==> src/rtl/io_pkg.sv <==
// Shared types and helpers for the device I/O bank.
package io_pkg;

    typedef enum logic [1:0] {
        RD_IDLE = 2'd0,
        RD_WAIT = 2'd1,
        RD_ACK  = 2'd2
    } rd_state_t;

    // Channel-index width; a single channel still needs a 1-bit select.
    function automatic int unsigned ch_w(input int unsigned n);
        if (n <= 1) begin
            return 1;
        end
        return $clog2(n);
    endfunction

endpackage

==> src/rtl/io_fifo.sv <==
// Synchronous FIFO with first-word fall-through read data.
// A push into a full FIFO succeeds only when a pop happens in the same cycle.
module io_fifo #(
    parameter int unsigned W     = 32,
    parameter int unsigned DEPTH = 4
) (
    input  logic         clk,
    input  logic         rst,
    input  logic         push,
    input  logic         pop,
    input  logic [W-1:0] wdata,
    output logic [W-1:0] rdata,
    output logic         full,
    output logic         empty
);
    localparam int unsigned AW = $clog2(DEPTH);

    logic [W-1:0]  r_mem [DEPTH];
    logic [AW-1:0] r_wr_ptr;
    logic [AW-1:0] r_rd_ptr;
    logic [AW:0]   r_count;
    logic          w_do_push;
    logic          w_do_pop;

    assign empty     = (r_count == '0);
    assign full      = (r_count == (AW+1)'(DEPTH));
    assign w_do_pop  = pop && !empty;
    assign w_do_push = push && (!full || w_do_pop);
    assign rdata     = r_mem[r_rd_ptr];

    always_ff @(posedge clk or posedge rst) begin
        if (rst) begin
            r_wr_ptr <= '0;
            r_rd_ptr <= '0;
            r_count  <= '0;
        end else begin
            if (w_do_push) begin
                r_wr_ptr <= r_wr_ptr + AW'(1);
            end
            if (w_do_pop) begin
                r_rd_ptr <= r_rd_ptr + AW'(1);
            end
            case ({w_do_push, w_do_pop})
                2'b10:   r_count <= r_count + (AW+1)'(1);
                2'b01:   r_count <= r_count - (AW+1)'(1);
                default: r_count <= r_count;
            endcase
        end
    end

    // Storage needs no reset; only entries behind valid pointers are ever read.
    always_ff @(posedge clk) begin
        if (w_do_push) begin
            r_mem[r_wr_ptr] <= wdata;
        end
    end

endmodule

==> src/rtl/io_port_bank.sv <==
// Multi-channel device I/O bank: synchronised input capture into per-channel
// FIFOs, a request/ready read handshake, and channel-addressed output writes.
module io_port_bank
    import io_pkg::*;
#(
    parameter int unsigned CH    = 4,
    parameter int unsigned W     = 32,
    parameter int unsigned DEPTH = 4
) (
    input  logic                 clk,
    input  logic                 rst,
    input  logic [CH*W-1:0]      dev_in,
    input  logic [CH-1:0]        enter_in,
    input  logic                 in_req,
    input  logic [ch_w(CH)-1:0]  in_ch,
    output logic                 in_ready,
    output logic [W-1:0]         in_data,
    input  logic                 out_req,
    input  logic [ch_w(CH)-1:0]  out_ch,
    input  logic [W-1:0]         out_data,
    output logic [CH*W-1:0]      dev_out,
    output logic [CH-1:0]        enter_out,
    output logic                 wake_up,
    output logic [CH-1:0]        overflow,
    input  logic                 ovf_clr
);
    localparam int unsigned CW = ch_w(CH);

    logic [CH-1:0]   r_sync1;
    logic [CH-1:0]   r_sync2;
    logic [CH-1:0]   r_prev;
    logic [CH-1:0]   w_edge;
    logic [CH-1:0]   w_full;
    logic [CH-1:0]   w_empty;
    logic [CH-1:0]   w_pop;
    logic [CH-1:0]   w_ovf_set;
    logic [W-1:0]    w_rdata [CH];

    rd_state_t       r_state;
    rd_state_t       w_state_nxt;
    logic [CW-1:0]   r_ch;
    logic [CW-1:0]   w_ch_nxt;
    logic            r_in_ready;
    logic            w_in_ready_nxt;
    logic [W-1:0]    r_in_data;
    logic [W-1:0]    w_in_data_nxt;
    logic            w_pop_en;
    logic [CW-1:0]   w_pop_ch;

    logic            w_req_valid;
    logic            w_req_empty;
    logic [W-1:0]    w_req_data;
    logic            w_wait_empty;
    logic [W-1:0]    w_wait_data;

    logic [CH*W-1:0] r_dev_out;
    logic [CH-1:0]   r_enter_out;
    logic            r_wake_up;
    logic [CH-1:0]   r_overflow;

    // Input strobe synchroniser and rising-edge detector.
    always_ff @(posedge clk or posedge rst) begin
        if (rst) begin
            r_sync1 <= '0;
            r_sync2 <= '0;
            r_prev  <= '0;
        end else begin
            r_sync1 <= enter_in;
            r_sync2 <= r_sync1;
            r_prev  <= r_sync2;
        end
    end

    assign w_edge = r_sync2 & ~r_prev;

    for (genvar gi = 0; gi < CH; gi++) begin : g_ch
        io_fifo #(
            .W     (W),
            .DEPTH (DEPTH)
        ) u_fifo (
            .clk   (clk),
            .rst   (rst),
            .push  (w_edge[gi]),
            .pop   (w_pop[gi]),
            .wdata (dev_in[gi*W +: W]),
            .rdata (w_rdata[gi]),
            .full  (w_full[gi]),
            .empty (w_empty[gi])
        );
    end

    // Look up FIFO status for the requested and the latched channel.
    always_comb begin
        w_req_valid  = 1'b0;
        w_req_empty  = 1'b1;
        w_req_data   = '0;
        w_wait_empty = 1'b1;
        w_wait_data  = '0;
        for (int i = 0; i < CH; i++) begin
            if (in_ch == CW'(i)) begin
                w_req_valid = 1'b1;
                w_req_empty = w_empty[i];
                w_req_data  = w_rdata[i];
            end
            if (r_ch == CW'(i)) begin
                w_wait_empty = w_empty[i];
                w_wait_data  = w_rdata[i];
            end
        end
    end

    always_ff @(posedge clk or posedge rst) begin
        if (rst) begin
            r_state    <= RD_IDLE;
            r_ch       <= '0;
            r_in_ready <= 1'b0;
            r_in_data  <= '0;
        end else begin
            r_state    <= w_state_nxt;
            r_ch       <= w_ch_nxt;
            r_in_ready <= w_in_ready_nxt;
            r_in_data  <= w_in_data_nxt;
        end
    end

    // Read handshake; an out-of-range channel is acknowledged with zero data.
    always_comb begin
        w_state_nxt    = r_state;
        w_ch_nxt       = r_ch;
        w_in_ready_nxt = 1'b0;
        w_in_data_nxt  = r_in_data;
        w_pop_en       = 1'b0;
        w_pop_ch       = r_ch;
        case (r_state)
            RD_IDLE: begin
                if (in_req) begin
                    w_ch_nxt = in_ch;
                    if (!w_req_valid) begin
                        w_state_nxt    = RD_ACK;
                        w_in_ready_nxt = 1'b1;
                        w_in_data_nxt  = '0;
                    end else if (!w_req_empty) begin
                        w_state_nxt    = RD_ACK;
                        w_in_ready_nxt = 1'b1;
                        w_in_data_nxt  = w_req_data;
                        w_pop_en       = 1'b1;
                        w_pop_ch       = in_ch;
                    end else begin
                        w_state_nxt = RD_WAIT;
                    end
                end
            end
            RD_WAIT: begin
                if (!in_req) begin
                    w_state_nxt = RD_IDLE;
                end else if (!w_wait_empty) begin
                    w_state_nxt    = RD_ACK;
                    w_in_ready_nxt = 1'b1;
                    w_in_data_nxt  = w_wait_data;
                    w_pop_en       = 1'b1;
                    w_pop_ch       = r_ch;
                end
            end
            RD_ACK: begin
                w_state_nxt = RD_IDLE;
            end
            default: begin
                w_state_nxt = RD_IDLE;
            end
        endcase
    end

    always_comb begin
        w_pop = '0;
        for (int i = 0; i < CH; i++) begin
            w_pop[i] = w_pop_en && (w_pop_ch == CW'(i));
        end
    end

    // A push is dropped only when the FIFO is full and not popped this cycle.
    assign w_ovf_set = w_edge & w_full & ~w_pop;

    always_ff @(posedge clk or posedge rst) begin
        if (rst) begin
            r_dev_out   <= '0;
            r_enter_out <= '0;
            r_wake_up   <= 1'b0;
            r_overflow  <= '0;
        end else begin
            for (int i = 0; i < CH; i++) begin
                r_enter_out[i] <= out_req && (out_ch == CW'(i));
                if (out_req && (out_ch == CW'(i))) begin
                    r_dev_out[i*W +: W] <= out_data;
                end
            end
            r_wake_up  <= |(~w_empty);
            r_overflow <= (r_overflow & ~{CH{ovf_clr}}) | w_ovf_set;
        end
    end

    assign in_ready  = r_in_ready;
    assign in_data   = r_in_data;
    assign dev_out   = r_dev_out;
    assign enter_out = r_enter_out;
    assign wake_up   = r_wake_up;
    assign overflow  = r_overflow;

endmodule

==> config.mk <==
export PLATFORM = sky130hd
export DESIGN_NAME = io_port_bank
export DESIGN_NICKNAME = d
export VERILOG_FILES = /design/src/rtl/io_pkg.sv /design/src/rtl/io_fifo.sv /design/src/rtl/io_port_bank.sv
export SDC_FILE = /design/constraint.sdc
export NUM_CORES = 1
export LEC_CHECK = 0
export BUFFER_PORTS_ARGS = -buffer_cell sky130_fd_sc_hd__buf_2
export CORE_MARGIN = 3
export CORE_UTILIZATION = 40
export DETAILED_ROUTE_END_ITERATION = 16
export SYNTH_ARGS = -nofsm -noshare
export SYNTH_HDL_FRONTEND = slang
export SYNTH_SLANG_ARGS = --single-unit
==> constraint.sdc <==
create_clock -name clk -period 9.1 [get_ports clk]
set_input_delay 0.455 -clock clk [delete_from_list [all_inputs] [get_ports clk]]
set_output_delay 0.455 -clock clk [all_outputs]
set_load 0.01 [all_outputs]
# After elaboration in Yosys (flattened, before gate mapping)
# Memories as Yosys holds them, arrays and structs flattened.
# Cells that the tools add are included.
[word_totals]
ff_bits = 214
mem_bits_rw = 512
input_bits = 173
elab_cells = 188
memories = 4
[classes]
n_addsub = 16
eq_ne = 30
n_mux = 57
bitwise_logic = 9
reduce_logical = 46
[memory_table]
columns = ["memory", "depth", "word_bits", "rd", "rd_ports_with_merged_regs", "write_ports", "line", "text"]
rows = [
  ["g_ch[0].u_fifo.r_mem", 4, 32, 1, 0, 1, "io_fifo.sv:18", "logic [W-1:0] r_mem [DEPTH];"],
  ["g_ch[1].u_fifo.r_mem", 4, 32, 1, 0, 1, "io_fifo.sv:18", ""],
  ["g_ch[2].u_fifo.r_mem", 4, 32, 1, 0, 1, "io_fifo.sv:18", ""],
  ["g_ch[3].u_fifo.r_mem", 4, 32, 1, 0, 1, "io_fifo.sv:18", ""],
]
[op_table]
columns = ["operator", "count"]
rows = [
  ["32-bit 2-to-1 mux", 13],
  ["32-bit one-hot mux with 2 select lines", 1],
  ["1-bit 2-to-1 mux", 27],
  ["2-bit equality test, second input constant", 12],
  ["3-bit one-hot mux with 2 select lines", 4],
  ["2-bit by 1-bit equality test with 1-bit output, second input constant", 9],
  ["2-bit 2-to-1 mux", 9],
  ["2-bit by 1-bit adder with 2-bit output, second input constant", 8],
  ["4-bit bitwise AND", 4],
  ["1-bit logical AND", 16],
  ["4-bit inverter", 4],
  ["3-bit by 1-bit adder with 3-bit output, second input constant", 4],
  ["3-bit equality test, second input constant", 4],
  ["3-bit logical NOT", 4],
  ["3-bit by 1-bit subtractor with 3-bit output, second input constant", 4],
  ["2-bit logical NOT", 5],
  ["2-bit nonzero test", 5],
  ["1-bit logical NOT", 8],
  ["2-bit != test, second input constant", 3],
  ["3-bit != test, second input constant", 2],
  ["5-bit AND reduction", 1],
  ["1-bit logical OR", 4],
  ["4-bit bitwise OR", 1],
  ["1-bit one-hot mux with 2 select lines", 2],
  ["other kinds (3)", 4],
]

# Logic depth before layout (Yosys ltp)
[depth]
word_depth = 16
depth_mapped = 13
depth_no_buf = 12

# By module
# From an unflattened synthesis, not the netlist that was laid out.
[hier_totals]
cells_unflattened = 1605
area_unflattened_um2 = 29143.0
[by_module_without_submodules]
columns = ["module", "n_inst", "cells_per_inst", "area_per_inst_um2"]
rows = [
  ["io_fifo (g_ch[0].u_fifo ...)", 3, 207, 5044.8],
  ["io_port_bank", 1, 777, 8959.8],
  ["io_fifo (g_ch[2].u_fifo)", 1, 207, 5048.6],
]

# Least setup slack after synthesis
# No wires, ideal clock.
[synth_path]
kind = "input port to flip-flop"
startpoint = "input port in_ch[1]"
endpoint = "memory g_ch[3].u_fifo.r_mem[0][0], enable pin"
t_arrival_ns = 3.009
t_required_ns = 8.679
path_slack_ns = 5.670
stages = 8
n_path_buf = 2
path_cell_list = "buf_4 > nand2b_1 > buf_4 > a2bb2oi_1 > nand3_2 > o22ai_4 > o21bai_4 > nor2_1"
[synth_via]
elab_chain_cells = 16
word_cells_on_any_way = 27
cone_classes = "4 x eq/ne; 18 x mux; 5 x reduce/logical"
[synth_lines]
columns = ["element", "line", "text"]
rows = [
  ["start, declared", "io_port_bank.sv:15", "input logic [ch_w(CH)-1:0] in_ch,"],
  ["2-bit logical NOT", "io_port_bank.sv:100", "if (in_ch == CW'(i)) begin"],
  ["1-bit 2-to-1 mux (4 in series)", "io_port_bank.sv:100", ""],
  ["2-bit 2-to-1 mux", "io_port_bank.sv:142", "end else if (!w_req_empty) begin"],
  ["2-bit 2-to-1 mux", "io_port_bank.sv:138", "if (!w_req_valid) begin"],
  ["2-bit 2-to-1 mux", "io_port_bank.sv:136", "if (in_req) begin"],
  ["2-bit 2-to-1 mux", "-", ""],
  ["2-bit equality test", "io_port_bank.sv:176", "w_pop[i] = w_pop_en && (w_pop_ch == CW'(i));"],
  ["1-bit logical AND *", "io_port_bank.sv:176", ""],
  ["1-bit logical AND *", "io_fifo.sv:27", "assign w_do_pop = pop && !empty;"],
  ["named net g_ch[3].u_fifo.w_do_pop", "io_fifo.sv:23", "logic w_do_pop;"],
  ["1-bit logical OR *", "io_fifo.sv:28", "assign w_do_push = push && (!full || w_do_pop);"],
  ["1-bit logical AND *", "io_fifo.sv:28", ""],
  ["1-bit 2-to-1 mux *", "io_fifo.sv:53", "if (w_do_push) begin"],
  ["1-bit 2-to-1 mux (implied by the code) *", "io_fifo.sv:54", "r_mem[r_wr_ptr] <= wdata;"],
  ["end, declared", "io_fifo.sv:18", ""],
]
# Mark *: on every way through the listed nets, which the timed path passes. The rest lies on a longest branch.

# Worst setup path in the final report
[layout_path]
startpoint = "input port in_ch[0]"
endpoint = "memory g_ch[1].u_fifo.r_mem[3][29], enable pin"
[layout_via]
elab_chain_cells = 16
word_cells_on_any_way = 27
cone_classes = "4 x eq/ne; 18 x mux; 5 x reduce/logical"
[layout_lines]
columns = ["element", "line"]
rows = [
  ["2-bit logical NOT", "io_port_bank.sv:100"],
  ["1-bit 2-to-1 mux (4 in series)", "io_port_bank.sv:100"],
  ["2-bit 2-to-1 mux", "io_port_bank.sv:142"],
  ["2-bit 2-to-1 mux", "io_port_bank.sv:138"],
  ["2-bit 2-to-1 mux", "io_port_bank.sv:136"],
  ["2-bit 2-to-1 mux", "-"],
  ["2-bit by 1-bit equality test with 1-bit output", "io_port_bank.sv:176"],
  ["1-bit logical AND *", "io_port_bank.sv:176"],
  ["1-bit logical AND *", "io_fifo.sv:27"],
  ["1-bit logical OR *", "io_fifo.sv:28"],
  ["1-bit logical AND *", "io_fifo.sv:28"],
  ["1-bit 2-to-1 mux *", "io_fifo.sv:53"],
  ["1-bit 2-to-1 mux (implied by the code) *", "io_fifo.sv:54"],
  ["end, declared", "io_fifo.sv:18"],
]
# Every way passes the cells marked *; elsewhere a longest branch is shown, timed or not.

==> run_results.csv <==
group,metric,value,unit
setup_path,start_kind,"input port",
logic_synthesis,synth_edf_count,512,
sta,setup_viol,0,
sta,fmax,0.2847,GHz
grt,grt_usage,18.70,%
layout,syn_to_final_growth,19.26,%
sta,skew,0.02900,ns
pwr,power,10.00,mW
logic_synthesis,synth_flop_cell,"edfxtp_1",
cts,root_buffer,"clkbuf_16",
routing,viasPerCell,5.248,
cts,clk_pin_slew_worst_paths,0.06,ns
logic_synthesis,ys_warn_count,0,
pwr,peakVddDrop,0.1400,mV
cts,cts_tree,"yes",
cts,postCtsSetupBuffers,0,
layout,layout_commonest_cell,"edfxtp_1",
routing,vias,15630,
cts,cts_buffers,77,
die,start_util,40.81,%
die,core-area,69310,um2
routing,firstDrtPassIters,5,
hold_path,hold_class,"in -> reg",
setup_path,arrival,3.80,ns
setup_path,crit_path_end_kind,"flip-flop",
job,maxCapViolations,0,
layout,stdcell_area,33730,um2
grt,grt_remaining_overflow,0,
pwr,powerDensity,296.5,nW/um2
sta,rsz0062_at_grt,"no",
logic_synthesis,synth-seq-cells,726,
setup_path,worstSetupPathType,"in -> reg",
sta,worstMarginPinSlew,1.200,ns
die,die_area,73940,um2
routing,drc,0,
logic_synthesis,synthDistinctLibCells,53,
cts,cts_sinks,726,
cts,clk_path_buf_depth,3,
logic_synthesis,seq_area_frac_synth,73.29,%
cts,cts-htree-levels,3,
setup_path,critPathMaxFanout,26,
logic_synthesis,synth_area_leader_cell,"edfxtp_1",
logic_synthesis,async_flop_share,29.48,%
place,numPortBuffers,342,
routing,drt_iter0_drc,1296,
grt,grt_pass1_wl,103.6,mm
sta,period_share,38.60,%
die,die_y,271.9,um
logic_synthesis,syn_area,28280,um2
place,placed_area,31140,um2
place,dp_hpwl,47.94,mm
layout,final_layout_size_suffix_gt1_share,34.98,%
routing,routed_wl,69.45,mm
grt,grt_max_degree,81,
logic_synthesis,syn_area_per_cell,17.67,um2
layout,nets,2178,
sta,hold_viol,0,
sta,max_slew_margin,19.61,%
grt,grt_antenna_before_repair,17,
sta,tns,0,ns
sta,period_needed,3.513,ns
place,place_congestion,0.8780,
logic_synthesis,synth_top_area_share,54.36,%
layout,mostFrequentLayoutCells,"edfxtp_1 (512), buf_2 (342), nand2_1 (210), dfrtp_1 (210), mux4_2 (128)",
sta,slew_viol_final,0,
die,die_w,271.9,um
logic_synthesis,syn_nets,1797,
layout,fill_cells,5854,
pwr,p_leak,12.66,nW
grt,grt_pass1_vias,16290,
routing,detail-route-antenna-nets,0,
die,row_count,96,
routing,wire_per_inst,23.32,um
outcome,status,"complete, no violations",
logic_synthesis,synth_top_cells_by_area,"edfxtp_1 (54%), dfrtp_1 (19%), mux4_2 (10%)",
setup_path,crit_required,9.39,ns
logic_synthesis,syn_inst,1601,
cts,insertion_delay,0.62,ns
die,io-pin-count,343,
-- cells by family after synthesis --
kind of cell,count (synthesis),share of synthesized area (%)
flip-flops,726,73.29
AND/OR/NAND/NOR,327,5.039
multiplexers,220,13.78
AO/OA/AOI/OAI,161,4.296
buffers and inverters,121,1.756
XOR/XNOR,23,0.7123
adder cells (fa/ha/maj),23,1.124
-- timing repair --
action,CTS,global route
hold buffers,5,0
endpoints found under the hold margin,67,0
gates resized for setup,0,0
-- synth_stat cells, drive strengths merged (6+ instances only) --
library cell,count
inv,39
ha,19
xnor2,14
mux4,128
a21oi,6
nand3,26
o22ai,59
mux2i,17
xor2,9
a22oi,45
a221oi,6
nand2b,9
dfrtp,214
nor2,22
edfxtp,512
nor3,29
and2,9
buf,26
clkbuf,56
mux2,75
nand2,211
o22a,22
-- sequential cells by signal, summed over array words and instances, names as in the netlist --
signal                cells
g_ch.u_fifo.r_mem       512
dev_out                 128
in_data                  32
g_ch.u_fifo.r_count      12
g_ch.u_fifo.r_rd_ptr      8
g_ch.u_fifo.r_wr_ptr      8
enter_out                 4
overflow                  4
r_prev                    4
r_sync1                   4
r_sync2                   4
r_ch                      2
r_state                   2
in_ready                  1
wake_up                   1
-- worst max-delay path, stage by stage --
cell and delay [ns]:
buf_2 0.23, nand2b_1 0.76, a2bb2oi_1 0.33, nand3_2 0.24
o21bai_2 0.37, o21ba_2 0.29, and2_1 0.72, buf_4 0.39
-- stage by stage --
step	std cells	worst slack (ns)	hold slack, ns	util (%)
2_1_floorplan	1601	2.794	0.3312	-
3_3_place_gp	2829	5.135	0.3430	44.93
3_5_place_dp	2829	4.954	0.3380	44.93
4_1_cts	2975	5.616	0.002000	48.66
5_1_grt	2976	5.304	0.01258	48.66
6_report	2978	5.587	0.04722	48.67
-- layout make-up --
| class | instances | area [um2] | area share, % |
|---|---|---|---|
| sequential | 726 | 20730 | 61.47 |
| multi-input combinational | 754 | 7094 | 21.03 |
| clock buffer | 104 | 2100 | 6.224 |
| timing repair buffer | 384 | 2039 | 6.046 |
| tap | 931 | 1165 | 3.454 |
| clock inverter | 37 | 435.4 | 1.291 |
| inverter | 39 | 153.9 | 0.4563 |
| antenna | 3 | 7.507 | 0.02226 |
-- path summary, 6_finish.rpt --
path                                         from                                    end  slack [ns]  cells after the start
min                                    dev_in[30]  g_ch[0].u_fifo.r_mem[2][30]$_DFFE_PP_        0.05                      1
min reg2reg                  r_sync1[2]$_DFF_PP0_                   r_sync2[2]$_DFF_PP0_        0.35                      0
max reg2reg                r_state[1]$_DFFE_PP0P_  g_ch[1].u_fifo.r_mem[3][29]$_DFFE_PP_        5.73                      7
min in group asynchronous                     rst                dev_out[20]$_DFFE_PP0P_        0.41                      3
max in group asynchronous                     rst                dev_out[67]$_DFFE_PP0P_        7.27                      4
max                                      in_ch[0]  g_ch[1].u_fifo.r_mem[3][29]$_DFFE_PP_        5.59                      8
-- per-layer routing --
layer / routed length (um) / GRT usage [%]
met1: 27610 / 23.56
met4: 2492 / 7.258
met3: 5290 / 4.854
met5: 109 / 0
met2: 33960 / 31.09
-- power by group --
group	internal (mW)	switching [mW]	total [mW]	leakage [nW]
Clock	1.81	1.29	3.10	1.23
Combinational	1.10	1.44	2.54	4.24
Sequential	4.07	0.290	4.36	7.19
Note: power is estimated with default switching activity, not from simulation.
